--- config.mk ---
export PLATFORM = sky130hd
export DESIGN_NAME = ft_dev_sync_fifo
export DESIGN_NICKNAME = d
export VERILOG_FILES = /design/src/rtl/ft_dev_sync_fifo.sv
export SDC_FILE = /design/constraint.sdc
export NUM_CORES = 1
export LEC_CHECK = 0
export BUFFER_PORTS_ARGS = -buffer_cell sky130_fd_sc_hd__buf_2
export CAP_MARGIN = 20
export CORE_MARGIN = 5
export CORE_UTILIZATION = 25
export DETAILED_ROUTE_END_ITERATION = 16
export SYNTH_ARGS = -nofsm -noshare
export SYNTH_HDL_FRONTEND = slang
export SYNTH_SLANG_ARGS = --single-unit
--- constraint.sdc ---
create_clock -name ftdi_clk -period 8.8 [get_ports ftdi_clk]
set_input_delay 1.76 -clock ftdi_clk [delete_from_list [all_inputs] [get_ports ftdi_clk]]
set_output_delay 1.76 -clock ftdi_clk [all_outputs]
set_load 0.05 [all_outputs]
--- src/rtl/ft_dev_sync_fifo.sv ---
// ft_dev_sync_fifo: single-clock first-word-fall-through buffer with occupancy.
//   ftdi_clk, rst  - clock, synchronous active-high reset (flushes the buffer)
//   push, wr_data  - write request and data; ignored when full
//   pop            - read request; ignored when empty
//   rd_data        - head entry, valid whenever empty is low
//   empty, full    - occupancy flags decoded from the registered level
//   level          - number of stored entries (0 .. 2**DEPTH_LOG2)
module ft_dev_sync_fifo #(
  parameter int WIDTH      = 8,
  parameter int DEPTH_LOG2 = 4
) (
  input  logic                  ftdi_clk,
  input  logic                  rst,
  input  logic                  push,
  input  logic [WIDTH-1:0]      wr_data,
  input  logic                  pop,
  output logic [WIDTH-1:0]      rd_data,
  output logic                  empty,
  output logic                  full,
  output logic [DEPTH_LOG2:0]   level
);

  localparam int DEPTH = 1 << DEPTH_LOG2;

  logic [WIDTH-1:0]      mem [DEPTH];
  logic [DEPTH_LOG2-1:0] wr_ptr;
  logic [DEPTH_LOG2-1:0] rd_ptr;
  logic                  do_push;
  logic                  do_pop;

  assign empty   = (level == '0);
  assign full    = level[DEPTH_LOG2];
  assign do_push = push && !full;
  assign do_pop  = pop && !empty;
  assign rd_data = mem[rd_ptr];

  // NOTE: the storage array has no reset; only pointers and level are cleared,
  // and an entry is never read before it has been written.
  always_ff @(posedge ftdi_clk) begin
    if (do_push) mem[wr_ptr] <= wr_data;
  end

  // NOTE: sequential state uses non-blocking assignments so every register
  // sees the pre-edge values of the others.
  always_ff @(posedge ftdi_clk) begin
    if (rst) begin
      wr_ptr <= '0;
      rd_ptr <= '0;
      level  <= '0;
    end else begin
      if (do_push) wr_ptr <= wr_ptr + DEPTH_LOG2'(1);
      if (do_pop)  rd_ptr <= rd_ptr + DEPTH_LOG2'(1);
      case ({do_push, do_pop})
        2'b10:   level <= level + (DEPTH_LOG2 + 1)'(1);
        2'b01:   level <= level - (DEPTH_LOG2 + 1)'(1);
        default: level <= level;
      endcase
    end
  end

endmodule

==> flow_summary.json, run 1 <==
{
  "status": "finished, final reports clean",
  "synthCells": 292,
  "fin_util": 0.299,
  "power_density_mw_per_mm2": 276,
  "antenna_left": 0,
  "htreeDepth": 4,
  "port_buffers": 26,
  "grt_first_pass_wirelength_um": 18100,
  "fin_ws_ns": 4.40,
  "hold_ws_ns": 0.516,
  "clock-root-buffer": "clkbuf_16",
  "fin_cells": 626,
  "slew_violations": 0,
  "clk_pin_slew_ns": 0.06,
  "rr_worst_depth": 10,
  "cts_resized": 0,
  "diodes": 0,
  "routed_via_density": 4.55,
  "postLayoutCellArea_sq_mm": 0.00676,
  "cts_tree": "built",
  "place_inst": 592,
  "synth-seq-cells": 145,
  "hpwlAfterDp_um": 7140,
  "async_flop_share": 0,
  "synth-main-ff-cell": "edfxtp_1",
  "worstPathRequired_ns": 7.04,
  "fin_nets": 348,
  "dpl-instance-area_sq_mm": 0.00618,
  "holdPathStages": 2,
  "period_minus_slack_ns": 4.40,
  "timing.rr.end": "level[4]",
  "grt_pass1_vias": 3007,
  "synth_edf_count": 128,
  "route.detailed.drc": 0,
  "finalPower_mw": 1.87,
  "ff2ff_setup_slack_ns": 5.68,
  "ctsLongestPathBuffers": 2,
  "hp-start": "rd_ptr[3]",
  "std_cell_rows": 55,
  "synth_area_sq_mm": 0.00574,
  "yosysWarnings": 0,
  "io_pins": 27,
  "worst_slew_pin_slew_ns": 1.08,
  "setup_violations": 0,
  "antenna_found_initial": 0,
  "coreArea_sq_mm": 0.0226,
  "fin_worst_skew_ns": 0.0167,
  "routedWlPerCell_um": 18.9,
  "final.setup.tns_ns": 0,
  "grt_overflow": 0,
  "ir_drop_mv": 0.151,
  "vias": 2850,
  "fmax_mhz": 227,
  "nFillCells": 2177,
  "clkLatencyLatePin_ns": 0.41,
  "die_w_um": 161,
  "synth-seq-area-share": 0.729,
  "synthDistinctLibCells": 37,
  "leakage_nw": 2.17,
  "numCtsBuffers": 17,
  "final_hold_viol_count": 0,
  "synth_top_area_frac": 0.670,
  "synth_top_area_cell": "edfxtp_1",
  "pre_cts_ws_ns": 4.41,
  "die_area_sq_mm": 0.0261,
  "rsz0062_at_grt": "false",
  "path_max_fanout": 32,
  "holdCritPathClass": "reg -> reg",
  "final_cell_mix": "128 x edfxtp_1, 40 x mux4_2, 26 x buf_2, 25 x nor2_1, 17 x clkbuf_16",
  "area_growth_pct": 17.9,
  "fin_crit_sh": 0.500,
  "die_height_um": 161,
  "initial_utilization": 0.253,
  "dr.pass1.iters": 4,
  "hold_buffers": 0,
  "max_slew_margin": 0.277,
  "timing.rr.start": "level[1]",
  "globalplace.congestion": 0.794,
  "drt_iter0_drc": 225,
  "clock_sink_count": 145,
  "yosys-top-cells-area": "edfxtp_1 67%, mux4_2 16%, dfxtp_1 5.9%",
  "mostFrequentLayoutCell": "edfxtp_1",
  "critical_path_arrival_ns": 2.64,
  "avgSynthCellArea_sq_um": 19.6,
  "drive_above_1_share": 0.314,
  "post_cts_buffers": 0,
  "drt_wl_total_um": 11900,
  "critPathKind": "reg -> out",
  "grt_max_degree": 33,
  "startpoint_type": "flop",
  "worst_setup_path_end_kind": "primary output",
  "synth_nets": 312,
  "grtUsageTotal": 0.0953,
  "maxCapViolations": 0
}
==> cells in the mapped netlist (2+ instances only) <==
cell,number
mux4_2,40
inv_1,2
nand2b_1,2
mux2i_1,3
dfxtp_1,17
buf_1,5
ha_1,8
nor4_1,2
nand2_1,12
edfxtp_1,128
clkbuf_1,5
buf_2,2
a21oi_1,4
nor2_1,25
nor3_1,4
xor2_1,6
buf_4,5
xnor2_1,2
nand4_1,2
==> metal layers <==
layer	track usage	vias to the layer above	wire (um)
met5	0	-	0
met4	0.0399	0	99
met3	0.0316	6	859
met2	0.138	101	5540
met1	0.132	1497	5360
li1	-	1246	-
==> cell families (layout without fill, tap and decap cells) <==
group / after synthesis / after routing / share of synthesized area
DFF: 145 / 145 / 0.729
and+or+nand+nor: 53 / 53 / 0.0412
muxes: 43 / 43 / 0.162
buffers and inverters: 20 / 69 / 0.0172
AOI/OAI and AO/OA: 15 / 15 / 0.0201
adders and majority gates: 8 / 8 / 0.0175
xor gates and xnor gates: 8 / 8 / 0.0122
==> worst max-delay path by stage <==
stage               startpoint          to  slack [ns]  cells after the start
floorplan             level[1]       empty        4.67                      2
global route              flop  rd_data[2]        4.26                      4
global placement          push    level[4]        4.62                     11
finish                    flop  rd_data[2]        4.40                      4
detailed placement        push    level[4]        4.41                     11
CTS                       flop  rd_data[2]        4.33                      4
==> flip-flops by register name, summed over array words and instances (netlist names), named ones only <==
signal	flops
level	5
mem	128
rd_ptr	4
wr_ptr	4
==> power breakdown <==
group / internal [mW] / switching, mW / leakage [nW]
sequential: 0.778 / 0.0221 / 1.29
clock: 0.391 / 0.283 / 0.272
combinational: 0.149 / 0.247 / 0.608
total: 1.32 / 0.552 / 2.17
==> critical path, cell delays in order, from the launching register on <==
cell,delay [ns]
dfxtp_2,0.31
buf_4,0.53
mux4_2,0.60
mux4_2,0.52
buf_2,0.24
==> layout make-up <==
class,count,area [sq um],area share
flip-flops and latches,145,4190,0.619
well taps,285,357,0.0527
inverters,3,13.8,0.00203
clock inverters,15,133,0.0196
clock buffers,17,425,0.0629
multi-input cells,127,1450,0.215
repair buffers,34,198,0.0292
No activity file was read; power rests on OpenSTA's default activity.
==> inputs of run 2 (changes only) <==
==> constraint.sdc (replaced) <==
create_clock -name ftdi_clk -period 3.8 [get_ports ftdi_clk]
set_input_delay 0.76 -clock ftdi_clk [delete_from_list [all_inputs] [get_ports ftdi_clk]]
set_output_delay 0.76 -clock ftdi_clk [all_outputs]
set_load 0.05 [all_outputs]
==> flow_summary.json, run 2 (synthesized netlist as in run 1, its figures left out) <==
{
  "path_max_fanout": 32,
  "final_cell_mix": "128 x edfxtp_1, 40 x mux4_2, 26 x buf_2, 25 x nor2_1, 17 x clkbuf_16",
  "drt_wl_total_um": 11800,
  "fin_cells": 633,
  "rsz0062_at_grt": "false",
  "diodes": 0,
  "drt_iter0_drc": 197,
  "globalplace.congestion": 0.797,
  "area_growth_pct": 19.4,
  "clock_sink_count": 145,
  "std_cell_rows": 55,
  "postLayoutCellArea_sq_mm": 0.00685,
  "mostFrequentLayoutCell": "edfxtp_1",
  "ir_drop_mv": 0.485,
  "slew_violations": 0,
  "route.detailed.drc": 0,
  "fin_util": 0.303,
  "fin_crit_sh": 0.816,
  "status": "finished, final reports clean",
  "dpl-instance-area_sq_mm": 0.00625,
  "critical_path_arrival_ns": 2.34,
  "hold_buffers": 0,
  "clk_pin_slew_ns": 0.06,
  "clock-root-buffer": "clkbuf_16",
  "largest-register": "mem",
  "place_inst": 599,
  "numCtsBuffers": 17,
  "fmax_mhz": 322,
  "die_height_um": 161,
  "die_w_um": 161,
  "drive_above_1_share": 0.333,
  "final.setup.tns_ns": 0,
  "dr.pass1.iters": 4,
  "worstPathRequired_ns": 3.04,
  "grt_first_pass_wirelength_um": 18200,
  "nFillCells": 2180,
  "multi_input_area_sq_mm": 0.00145,
  "htreeDepth": 4,
  "holdCritPathClass": "reg -> reg",
  "maxCapViolations": 0,
  "die_area_sq_mm": 0.0261,
  "period_minus_slack_ns": 3.10,
  "leakage_nw": 2.22,
  "port_buffers": 26,
  "routed_via_density": 4.47,
  "routedWlPerCell_um": 18.6,
  "max_slew_margin": 0.279,
  "initial_utilization": 0.253,
  "critPathKind": "reg -> out",
  "grt_overflow": 0,
  "grt_max_degree": 33,
  "top_regs": "mem (128), level (5)",
  "largest_reg_flops": 128,
  "clkLatencyLatePin_ns": 0.41,
  "cts_tree": "built",
  "io_pins": 27,
  "ctsLongestPathBuffers": 2,
  "antenna_found_initial": 0,
  "cts_resized": 0,
  "worst_slew_pin_slew_ns": 1.08,
  "finalPower_mw": 4.42,
  "fin_nets": 355,
  "hpwlAfterDp_um": 7290,
  "grt_pass1_vias": 2975,
  "fin_worst_skew_ns": 0.00410,
  "grtUsageTotal": 0.0949,
  "setup_violations": 0,
  "final_hold_viol_count": 0,
  "vias": 2830,
  "antenna_left": 0,
  "startpoint_type": "flop",
  "power_density_mw_per_mm2": 645,
  "worst_setup_path_end_kind": "primary output",
  "coreArea_sq_mm": 0.0226,
  "regArea_sq_mm": 0.00419,
  "post_cts_buffers": 0
}
[run 2: critical path, stage by stage, from the launching register on]
cell and delay [ns]:
dfxtp_2 0.34, buf_12 0.26, mux4_2 0.55, mux4_2 0.51
buf_2 0.24
[run 2: path summary, 6_finish.rpt]
check                 start          to  slack [ns]  cells after the start
setup / recovery       flop  rd_data[2]        0.70                      4
hold / removal    rd_ptr[3]   rd_ptr[3]        0.51                      2
setup reg to reg   level[1]    level[4]        0.70                     10
hold reg to reg   rd_ptr[3]   rd_ptr[3]        0.51                      2
[run 2: area by class of cell]
cell class,count,area share
Clock buffer,18,0.0626
Timing Repair Buffer,41,0.0378
Sequential cell,145,0.611
Clock inverter,14,0.0225
Multi-Input combinational cell,127,0.212
Tap cell,285,0.0521
Inverter,3,0.00201
[run 2: routing by layer]
metal | track usage | part of all wire | vias up
li1 | - | - | 1268
met1 | 0.132 | 0.46 | 1480
met2 | 0.142 | 0.47 | 73
met3 | 0.0237 | 0.060 | 9
met4 | 0.0384 | 0.0094 | 0
met5 | 0 | 0 | -
[run 2: power breakdown]
part	total (mW)	internal, mW	switching (mW)
sequential	1.85	1.80	0.0513
clock	1.63	0.977	0.657
combinational	0.930	0.355	0.575
total	4.42	3.13	1.28
[run 2: stage by stage]
| stage | hold slack (ns) | setup slack, ns |
|---|---|---|
| after floorplan | 0.472 | 0.672 |
| after global placement | 0.489 | 0.622 |
| after detailed placement | 0.497 | 0.458 |
| after CTS | 0.512 | 0.647 |
| after global routing | 0.539 | 0.552 |
| final | 0.508 | 0.697 |
==> inputs of run 3 (changes only) <==
--- a/config.mk
+++ b/config.mk
@@ -5,6 +5,7 @@
 export SDC_FILE = /design/constraint.sdc
 export NUM_CORES = 1
 export LEC_CHECK = 0
+export ABC_AREA = 1
 export BUFFER_PORTS_ARGS = -buffer_cell sky130_fd_sc_hd__buf_2
 export CAP_MARGIN = 20
 export CORE_MARGIN = 5
==> constraint.sdc (replaced) <==
create_clock -name ftdi_clk -period 2.6 [get_ports ftdi_clk]
set_input_delay 0.52 -clock ftdi_clk [delete_from_list [all_inputs] [get_ports ftdi_clk]]
set_output_delay 0.52 -clock ftdi_clk [all_outputs]
set_load 0.05 [all_outputs]
==> flow_summary.json, run 3 <==
{
  "worst_setup_path_end_kind": "primary output",
  "async_flop_share": 0,
  "critPathKind": "reg -> out",
  "antenna_left": 0,
  "max_slew_margin": 0.657,
  "grtUsageTotal": 0.102,
  "path_max_fanout": 14,
  "crit_family": "buffers and inverters",
  "largest_reg_flops": 128,
  "fmax_mhz": 410,
  "p_int_mw": 4.75,
  "p_seq_frac": 0.382,
  "routedWlPerCell_um": 16.1,
  "fin_util": 0.303,
  "synth_edf_count": 128,
  "fin_nets": 546,
  "die_w_um": 166,
  "vias": 3700,
  "drt_wl_total_um": 13900,
  "final_cell_mix": "128 x edfxtp_1, 56 x inv_1, 34 x a21oi_1, 33 x nand2_1",
  "critical_path.cell_chain": "buf_4 -> a21oi_1 -> o21ai_1 -> o211ai_1 -> nand3_1 -> nand2_1 -> buf_2",
  "maxCapViolations": 0,
  "combPwrFrac": 0.271,
  "worstPathRequired_ns": 2.08,
  "antenna_found_initial": 1,
  "clk_pin_slew_ns": 0.06,
  "rsz0062_at_grt": "false",
  "finalPower_mw": 7.22,
  "holdCritPathClass": "in -> reg",
  "fin_worst_skew_ns": 0.00868,
  "clock_sink_count": 145,
  "synth_compound_area_frac": 0.107,
  "synth_most_common_cell": "edfxtp_1",
  "fin_crit_sh": 0.937,
  "io_pins": 27,
  "synth_xor_area_frac": 0.00861,
  "synth_fa_ha_area_frac": 0.0164,
  "period_minus_slack_ns": 2.44,
  "synth-seq-cells": 145,
  "std_cell_rows": 57,
  "area_growth_pct": 20.2,
  "synth_top_area_frac": 0.630,
  "startpoint_type": "flop",
  "grt_overflow": 0,
  "fin_cells": 864,
  "worst_slew_pin_slew_ns": 0.514,
  "yosysWarnings": 0,
  "largest-register": "mem",
  "port_buffers": 26,
  "leakage_nw": 2.64,
  "top_regs": "mem (128), level (5)",
  "drt_iter0_drc": 289,
  "globalplace.congestion": 0.756,
  "htreeDepth": 4,
  "setup_violations": 0,
  "numCtsBuffers": 17,
  "slowest_delay_ns": 0.40,
  "grt_max_degree": 33,
  "synth-main-ff-cell": "edfxtp_1",
  "hold_buffers": 0,
  "avgSynthCellArea_sq_um": 12.8,
  "coreArea_sq_mm": 0.0242,
  "path_buf_inv": 2,
  "ctsLongestPathBuffers": 2,
  "fin_ws_ns": 0.163,
  "synth_top_area_cell": "edfxtp_1",
  "grt_first_pass_wirelength_um": 21200,
  "drive_above_1_share": 0.178,
  "synth-seq-area-share": 0.686,
  "synth_mux_area_frac": 0.0525,
  "dr.pass1.iters": 5,
  "synth_nets": 497,
  "ir_drop_mv": 0.685,
  "initial_utilization": 0.252,
  "p_clk_frac": 0.347,
  "synthCells": 477,
  "cts_tree": "built",
  "die_area_sq_mm": 0.0276,
  "mostFrequentLayoutCell": "edfxtp_1",
  "switching_share": 0.343,
  "status": "finished, final reports clean",
  "synth_top_family_by_area": "compound AO/OA/AOI/OAI gates",
  "synthSimpleGateAreaFrac": 0.0669,
  "p_sw_mw": 2.48,
  "pre_cts_ws_ns": 0.424,
  "clock-root-buffer": "clkbuf_16",
  "power_density_mw_per_mm2": 985,
  "die_height_um": 166,
  "yosys-top-cells-area": "edfxtp_1 63%, dfxtp_1 5.6%, mux2i_1 5.3%",
  "place_inst": 826,
  "route.detailed.drc": 0,
  "slew_violations": 0,
  "routed_via_density": 4.28,
  "hpwlAfterDp_um": 8700,
  "final.setup.tns_ns": 0,
  "clkLatencyLatePin_ns": 0.43,
  "final_hold_viol_count": 0,
  "worst_path_max_delay_cell": "dfxtp_4",
  "critical_path_arrival_ns": 1.92,
  "grt_pass1_vias": 3661,
  "synth_area_sq_mm": 0.00610,
  "ys_top_cells_by_count": "128 x edfxtp_1, 56 x inv_1, 34 x a21oi_1",
  "synthDistinctLibCells": 30
}
[run 3: worst reg2reg max path, stage by stage (launching register included)]
cell and delay (ns):
dfxtp_1 0.36, nor2_1 0.17, nand3_2 0.14, nand2_2 0.14, inv_1 0.09, ha_1 0.27
xor2_1 0.18, ha_1 0.19, inv_1 0.06, nand2_1 0.08, nand2_1 0.08, nand2_1 0.06
nand2_1 0.06, nand3_1 0.06, nand2_1 0.06, inv_1 0.04
[run 3: repair_timing]
item,CTS,global route
resized for setup,0,1
setup buffers,1,4
endpoints found under the setup margin,3,7
gates cloned,0,0
[run 3: final cells by class]
type,count,area [sq um]
fill,2420,16800
sequential,145,4190
multi-input combinational,251,1540
clock buffer,17,425
tap,324,405
timing repair buffer,55,377
inverter,56,210
clock inverter,15,189
antenna,1,2.50
[run 3: worst paths after layout]
check            start  slack, ns    endpoint  cells after the start
max reg2reg   level[0]       0.47    level[4]                     15
min reg2reg  rd_ptr[3]       0.51   rd_ptr[3]                      2
max               flop       0.16  rd_data[5]                      7
min                rst       0.47    level[0]                      2
[run 3: cells by family (layout without fill, tap and decap cells)]
logic type                 after synthesis  in the layout
muxes                                   32             32
and+or+nand+nor                         94             94
other                                    0              1
AOI/OAI and AO/OA                      111            111
DFF                                    145            145
buffers and inverters                   81            143
xor gates and xnor gates                 6              6
adders and majority gates                8              8
[run 3: metal layers]
metal	GRT usage	share of wire	vias up	routed length [um]
met1	0.133	0.45	1777	6230
met3	0.0305	0.067	9	928
met4	0.0292	0.0057	0	80
li1	-	-	1819	-
met5	0	0	-	0
met2	0.165	0.48	95	6680
[run 3: power groups by stage]
| stage | Sequential [mW] | Combinational, mW | Clock [mW] |
|---|---|---|---|
| floorplan | 2.89 | 1.43 | 0 |
| global placement | 2.84 | 1.88 | 0 |
| detailed placement | 2.84 | 1.91 | 0 |
| CTS | 2.77 | 1.94 | 2.55 |
| global route | 2.77 | 2.15 | 2.66 |
| finish | 2.76 | 1.96 | 2.51 |
[run 3: stage by stage]
step | hold WS (ns) | area [sq um]
after floorplan | 0.472 | 6100
after CTS | 0.455 | 7300
after global routing | 0.463 | 7330
after global placement | 0.485 | 6680
after detailed placement | 0.486 | 6680
final | 0.466 | 7330
